### src/rtl/virtual_network_core_to_net.sv
// virtual_network_core_to_net: per-VN packet FIFO that slices packets into flits for the router.
// Optional flit counter on vn_ctn_flit_count is built when VN_CTN_FLIT_COUNT_EN is defined.
`ifndef PAYLOAD_W
`define PAYLOAD_W 64
`endif

package vn_ctn_pkg;
  localparam int FLIT_DEST_W = 8;
  typedef enum logic [1:0] {HEAD, BODY, TAIL, HT} flit_type_t;
  typedef enum logic [1:0] {VC0, VC1, VC2, VC3} vc_id_t;
  typedef struct packed {
    flit_type_t                flit_type;
    vc_id_t                    vc_id;
    logic [FLIT_DEST_W-1:0]    destination;
  } flit_header_t;
  typedef struct packed {
    flit_header_t              header;
    logic [`PAYLOAD_W-1:0]     payload;
  } flit_t;
endpackage

module virtual_network_core_to_net
  import vn_ctn_pkg::*;
#(
  parameter vc_id_t VCID             = VC0,
  parameter int     PACKET_BODY_SIZE = 554,
  parameter int     PACKET_FIFO_SIZE = 4,
  parameter int     DEST_W           = 8
) (
  input  logic                        clk,
  input  logic                        reset,
  input  logic                        enable,
  input  logic [PACKET_BODY_SIZE-1:0] vn_ctn_packet_in,
  input  logic [DEST_W-1:0]           vn_ctn_packet_dest,
  input  logic                        vn_ctn_packet_valid,
  output logic                        vn_ctn_almost_full,
  output flit_t                       ni_flit_out,
  output logic                        ni_flit_valid,
  input  logic                        router_credit,
  output logic [31:0]                 vn_ctn_flit_count
);
  localparam int FLIT_NUMB = (PACKET_BODY_SIZE + `PAYLOAD_W - 1) / `PAYLOAD_W;
  localparam int CNT_W     = (FLIT_NUMB > 1) ? $clog2(FLIT_NUMB) : 1;
  localparam int PAD_W     = FLIT_NUMB * `PAYLOAD_W;
  localparam int ENTRY_W   = DEST_W + PACKET_BODY_SIZE;
  localparam int PTR_W     = $clog2(PACKET_FIFO_SIZE);
  localparam int OCC_W     = $clog2(PACKET_FIFO_SIZE + 1);

  typedef enum logic {IDLE, SEND} state_t;

  state_t                      state_q, state_d;
  logic [CNT_W-1:0]            flit_cnt, cnt_d;
  logic [ENTRY_W-1:0]          mem [PACKET_FIFO_SIZE];
  logic [PTR_W-1:0]            wr_ptr, rd_ptr;
  logic [OCC_W-1:0]            fifo_cnt, occ_next;
  logic                        fifo_empty, fifo_full, enq, deq, issue, last_flit;
  logic [ENTRY_W-1:0]          head_entry;
  logic [DEST_W-1:0]           head_dest;
  logic [PACKET_BODY_SIZE-1:0] head_pkt;
  logic [PAD_W-1:0]            padded_pkt;
  flit_t                       flit_d;

  // Packet FIFO
  assign fifo_empty         = (fifo_cnt == '0);
  assign fifo_full          = (fifo_cnt == OCC_W'(PACKET_FIFO_SIZE));
  assign vn_ctn_almost_full = (fifo_cnt >= OCC_W'(PACKET_FIFO_SIZE - 2));
  assign enq                = vn_ctn_packet_valid && !fifo_full;
  assign deq                = issue && last_flit;
  assign occ_next           = fifo_cnt + OCC_W'(enq) - OCC_W'(deq);

  always_ff @(posedge clk) begin
    if (enq) mem[wr_ptr] <= {vn_ctn_packet_dest, vn_ctn_packet_in};
  end

  always_ff @(posedge clk) begin
    if (reset) begin
      wr_ptr   <= '0;
      rd_ptr   <= '0;
      fifo_cnt <= '0;
    end else begin
      if (enq) wr_ptr <= (wr_ptr == PTR_W'(PACKET_FIFO_SIZE - 1)) ? '0 : wr_ptr + PTR_W'(1);
      if (deq) rd_ptr <= (rd_ptr == PTR_W'(PACKET_FIFO_SIZE - 1)) ? '0 : rd_ptr + PTR_W'(1);
      fifo_cnt <= occ_next;
    end
  end

  always_ff @(posedge clk) begin
    if (!reset) assert (!(vn_ctn_packet_valid && fifo_full));
  end

  assign head_entry = mem[rd_ptr];
  assign head_dest  = head_entry[ENTRY_W-1 -: DEST_W];
  assign head_pkt   = head_entry[PACKET_BODY_SIZE-1:0];
  assign padded_pkt = PAD_W'(head_pkt);

  // A flit leaves only when enabled and the router has not switched us off.
  assign issue     = enable && !router_credit && !fifo_empty &&
                     (state_q == IDLE || state_q == SEND);
  assign last_flit = (flit_cnt == CNT_W'(FLIT_NUMB - 1));

  always_ff @(posedge clk) begin
    if (reset) begin
      state_q  <= IDLE;
      flit_cnt <= '0;
    end else begin
      state_q  <= state_d;
      flit_cnt <= cnt_d;
    end
  end

  always_comb begin
    state_d = state_q;
    cnt_d   = flit_cnt;
    case (state_q)
      IDLE:    if (issue) state_d = SEND;
      SEND:    state_d = SEND;
      default: state_d = IDLE;
    endcase
    if (issue) begin
      if (last_flit) begin
        cnt_d   = '0;
        state_d = (occ_next != '0) ? SEND : IDLE;
      end else begin
        cnt_d = flit_cnt + CNT_W'(1);
      end
    end
  end

  always_comb begin
    flit_d                    = '0;
    flit_d.header.vc_id       = VCID;
    flit_d.header.destination = FLIT_DEST_W'(head_dest);
    flit_d.payload            = padded_pkt[int'(flit_cnt)*`PAYLOAD_W +: `PAYLOAD_W];
    if (FLIT_NUMB == 1)       flit_d.header.flit_type = HT;
    else if (flit_cnt == '0)  flit_d.header.flit_type = HEAD;
    else if (last_flit)       flit_d.header.flit_type = TAIL;
    else                      flit_d.header.flit_type = BODY;
  end

  always_ff @(posedge clk) begin
    if (reset) begin
      ni_flit_valid <= 1'b0;
      ni_flit_out   <= '0;
    end else begin
      ni_flit_valid <= issue;
      if (issue) ni_flit_out <= flit_d;
    end
  end

`ifdef VN_CTN_FLIT_COUNT_EN
  always_ff @(posedge clk) begin
    if (reset)              vn_ctn_flit_count <= '0;
    else if (ni_flit_valid) vn_ctn_flit_count <= vn_ctn_flit_count + 32'd1;
  end
`else
  assign vn_ctn_flit_count = '0;
`endif
endmodule

### config.mk
export PLATFORM = sky130hd
export DESIGN_NAME = virtual_network_core_to_net
export DESIGN_NICKNAME = d
export VERILOG_FILES = /design/src/rtl/virtual_network_core_to_net.sv
export SDC_FILE = /design/constraint.sdc
export NUM_CORES = 2
export LEC_CHECK = 0
export CORE_MARGIN = 5
export CORE_UTILIZATION = 43
export CTS_CLUSTER_SIZE = 40
export DETAILED_ROUTE_END_ITERATION = 8
export DONT_BUFFER_PORTS = 1
export GPL_ROUTABILITY_DRIVEN = 0
export SYNTH_ARGS = -nofsm -noshare
export SYNTH_HDL_FRONTEND = slang
export SYNTH_SLANG_ARGS = --single-unit
### constraint.sdc
create_clock -name clk -period 37.3 [get_ports clk]
set_clock_uncertainty 0.2 [all_clocks]
set_input_delay 3.73 -clock clk [delete_from_list [all_inputs] [get_ports clk]]
set_output_delay 3.73 -clock clk [all_outputs]
set_load 0.1 [all_outputs]
==> insert_results.sql <==
INSERT INTO impl_metrics (metric_group, metric, value, unit) VALUES
('synthesis', 'synth-edff-count', '2248', ''),
('detailed_routing', 'drt_pass_1_iters', '5', ''),
('floorplanning', 'core_ar', '205000', 'um^2'),
('floorplanning', 'total_die_area', '215000', 'um^2'),
('sta', 'report.final.hold_viol_count', '0', ''),
('run_status', 'status', 'complete, no violations', ''),
('synthesis', 'synthesis.area', '88600', 'um^2'),
('sta', 'unrepaired_setup_endpoints_after_global_routing', 'no', ''),
('synthesis', 'ys_types', '58', ''),
('sta', 'finalWorstPathRequiredPeriod', '7.56', 'ns'),
('detailed_routing', 'route.vias.total', '41400', ''),
('grt', 'number_of_global_route_vias_before_repair', '42400', ''),
('synthesis', 'ys_seq_area_share', '78.2', '%'),
('grt', 'global_route_wire_length_before_repair', '324000', 'um'),
('detailed_routing', 'met3WireLength', '25500', 'um'),
('synthesis', 'synth_top_flop_cell', 'edfxtp_1', ''),
('detailed_routing', 'met2RoutedLength', '109000', 'um'),
('clocking', 'cts_repair_resize_count', '0', ''),
('min_path', 'timing.hold.worst.class', 'flop to flop', ''),
('synthesis', 'synthAdderAreaFrac', '0.164', '%'),
('sta', 'setup_total_negative_slack', '0', 'ns'),
('detailed_routing', 'wire_per_inst', '31.9', 'um'),
('detailed_routing', 'total_wire_length', '229000', 'um'),
('run', 'maxCapViolCount', '0', ''),
('place', 'port_buffers', '0', ''),
('clocking', 'clock_tree.htree_level_count', '4', ''),
('synthesis', 'postSynth.asyncResetShare', '0', '%'),
('critical_path', 'crit_required', '37.60', 'ns'),
('sta', 'timing.slew.headroom', '20.7', '%'),
('sta', 'fin_crit_sh', '20.3', '%'),
('detailed_routing', 'final_antenna_net_count', '0', ''),
('critical_path', 'timing.critical_path.fanout_max', '106', ''),
('layout', 'fin_nets', '4857', ''),
('power_and_ir_drop', 'static-leakage-power', '30.0', 'nW'),
('clocking', 'cts_tree', 'built', ''),
('sta', 'tightestPinTransition', '1.19', 'ns'),
('clocking', 'clk_pin_slew_worst_paths', '0.06', 'ns'),
('sta', 'slew_violations', '0', ''),
('floorplanning', 'floorplan.initialDensity', '43.3', '%'),
('critical_path', 'worstSetupStartpoint', 'vn_ctn_packet_valid', ''),
('grt', 'track_usage', '21.0', '%'),
('layout', 'highest_count_cells_in_the_layout_ignoring_fill_and_taps', 'edfxtp_1 (2,248), mux4_2 (425), clkbuf_16 (232)', ''),
('detailed_routing', 'wirelength_met1', '89300', 'um'),
('clocking', 'clock_buffer_count_from_cts', '232', ''),
('layout', 'proportion_of_layout_cells_with_a_drive_suffix_above_1', '22.9', '%'),
('clocking', 'cts.hold.buffers_added', '0', ''),
('place', 'placed_cells', '6733', ''),
('layout', 'layout.filler_cells', '16600', ''),
('floorplanning', 'die_width', '464', 'um'),
('critical_path', 'cp_data_arrival_time', '7.86', 'ns'),
('layout', 'mostFrequentLayoutCell', 'edfxtp_1', ''),
('synthesis', 'yosys.area.top_type_share', '76.2', '%'),
('sta', 'finalSetupViolations', '0', ''),
('grt', 'pin_count_of_the_biggest_net_entering_global_routing', '128', ''),
('power_and_ir_drop', 'vdd_drop_max', '55.1', 'uV'),
('synthesis', 'avgSynthCellArea', '21.1', 'um^2'),
('critical_path', 'worstSetupPathType', 'input pin to flop', ''),
('synthesis', 'yosys_warnings', '0', ''),
('synthesis', 'leading_cell_types_by_total_area_after_synthesis', 'edfxtp_1 (76%), mux4_2 (11%), dfxtp_1 (2.0%)', ''),
('clocking', 'clkLatencyLatePin', '0.88', 'ns'),
('critical_path', 'setup.worst_path.start_class', 'input pin', ''),
('power_and_ir_drop', 'fin_total_pwr', '6.01', 'mW'),
('synthesis', 'synthDominantAreaCellType', 'edfxtp_1', ''),
('place', 'post-place-ws', '28.72', 'ns'),
('sta', 'max_freq', '0.132', 'GHz'),
('power_and_ir_drop', 'powerDensity', '60.6', 'nW/um^2'),
('synthesis', 'ys_ff_latch', '2336', ''),
('detailed_routing', 'drc_errors', '0', ''),
('detailed_routing', 'highest_metal_layer_used_by_the_detailed_router', 'met5', ''),
('detailed_routing', 'drt-vias-per-instance', '5.75', ''),
('synthesis', 'post_synth_xor_area_fraction', '0.0297', '%');
## Yosys cell counts (all sizes together) (3+ instances only)
| master | number |
|---|---|
| edfxtp | 2248 |
| mux4 | 425 |
| buf | 175 |
| nand2 | 159 |
| mux2i | 144 |
| mux2 | 135 |
| a22oi | 120 |
| clkbuf | 104 |
| nor3 | 99 |
| dfxtp | 88 |
| o22ai | 75 |
| nor2 | 66 |
| a21oi | 59 |
| a211oi | 52 |
| nand3 | 39 |
| a221oi | 36 |
| o221ai | 24 |
| nor2b | 19 |
| o21ai | 18 |
| o31ai | 17 |
| ha | 10 |
| inv | 10 |
| a2111oi | 9 |
| and2 | 8 |
| a32o | 7 |
| nand4 | 7 |
| nand2b | 4 |
| and3 | 3 |
| o31a | 3 |
| o32ai | 3 |
| or3 | 3 |
| xnor2 | 3 |
## logic make-up after synthesis
family | after synthesis
xor+xnor | 3
mux | 704
other cells | 1
compound gates | 429
flops | 2336
fa+ha+maj | 11
buf+inv | 290
simple gates | 419
## through the flow
step	hold slack, ns	utilization, %	instance area (um^2)
after floorplan	0.292	-	88700
after global placement	0.268	44.7	91500
after detailed placement	0.282	44.7	91500
after CTS	0.295	48.4	99100
after global routing	0.315	48.4	99200
final	0.281	48.4	99200
## routing by layer
layer / up-vias / GRT usage (%)
met5: - / 0
met4: 2 / 5.30
met3: 246 / 9.35
met2: 1450 / 33.0
met1: 22100 / 26.9
li1: 17600 / -
## worst paths after layout
kind / endpoint / slack (ns) / cells after the start
setup reg to reg: ni_flit_out[13] / 30.94 / 10
hold reg to reg: ni_flit_out[59] / 0.28 / 1
setup / recovery: mem[2][340] / 29.74 / 6
hold / removal: ni_flit_out[59] / 0.28 / 1
## where the power goes
group	switching (mW)	internal, mW	leakage (nW)
clock	1.00	1.32	3.70
combinational	0.314	0.139	4.99
sequential	0.120	3.12	21.3
total	1.44	4.58	30.0
## critical path, stage by stage
cell,delay [ns]
o31a_1,0.27
and2_4,0.64
buf_4,0.78
buf_4,0.78
buf_12,0.47
buf_4,0.79
## state kept, by name, indices dropped and copies added, names as in the netlist, named ones only
signal         cells
ni_flit_valid      1
rd_ptr             2
wr_ptr             2
ni_flit_out       74
flit_cnt           4
fifo_cnt           3
mem             2248
## cell type report
cell class / instances / area, um^2 / share of cell area [%]
flip-flops and latches: 2336 / 69300 / 69.8
multi-input cells: 1600 / 18000 / 18.1
clock buffers: 307 / 6250 / 6.30
well taps: 2688 / 3360 / 3.39
clock inverters: 130 / 1430 / 1.45
repair buffers: 98 / 798 / 0.805
diodes: 29 / 72.6 / 0.0731
inverters: 11 / 41.3 / 0.0416
Note: power is estimated with default switching activity, not from simulation.
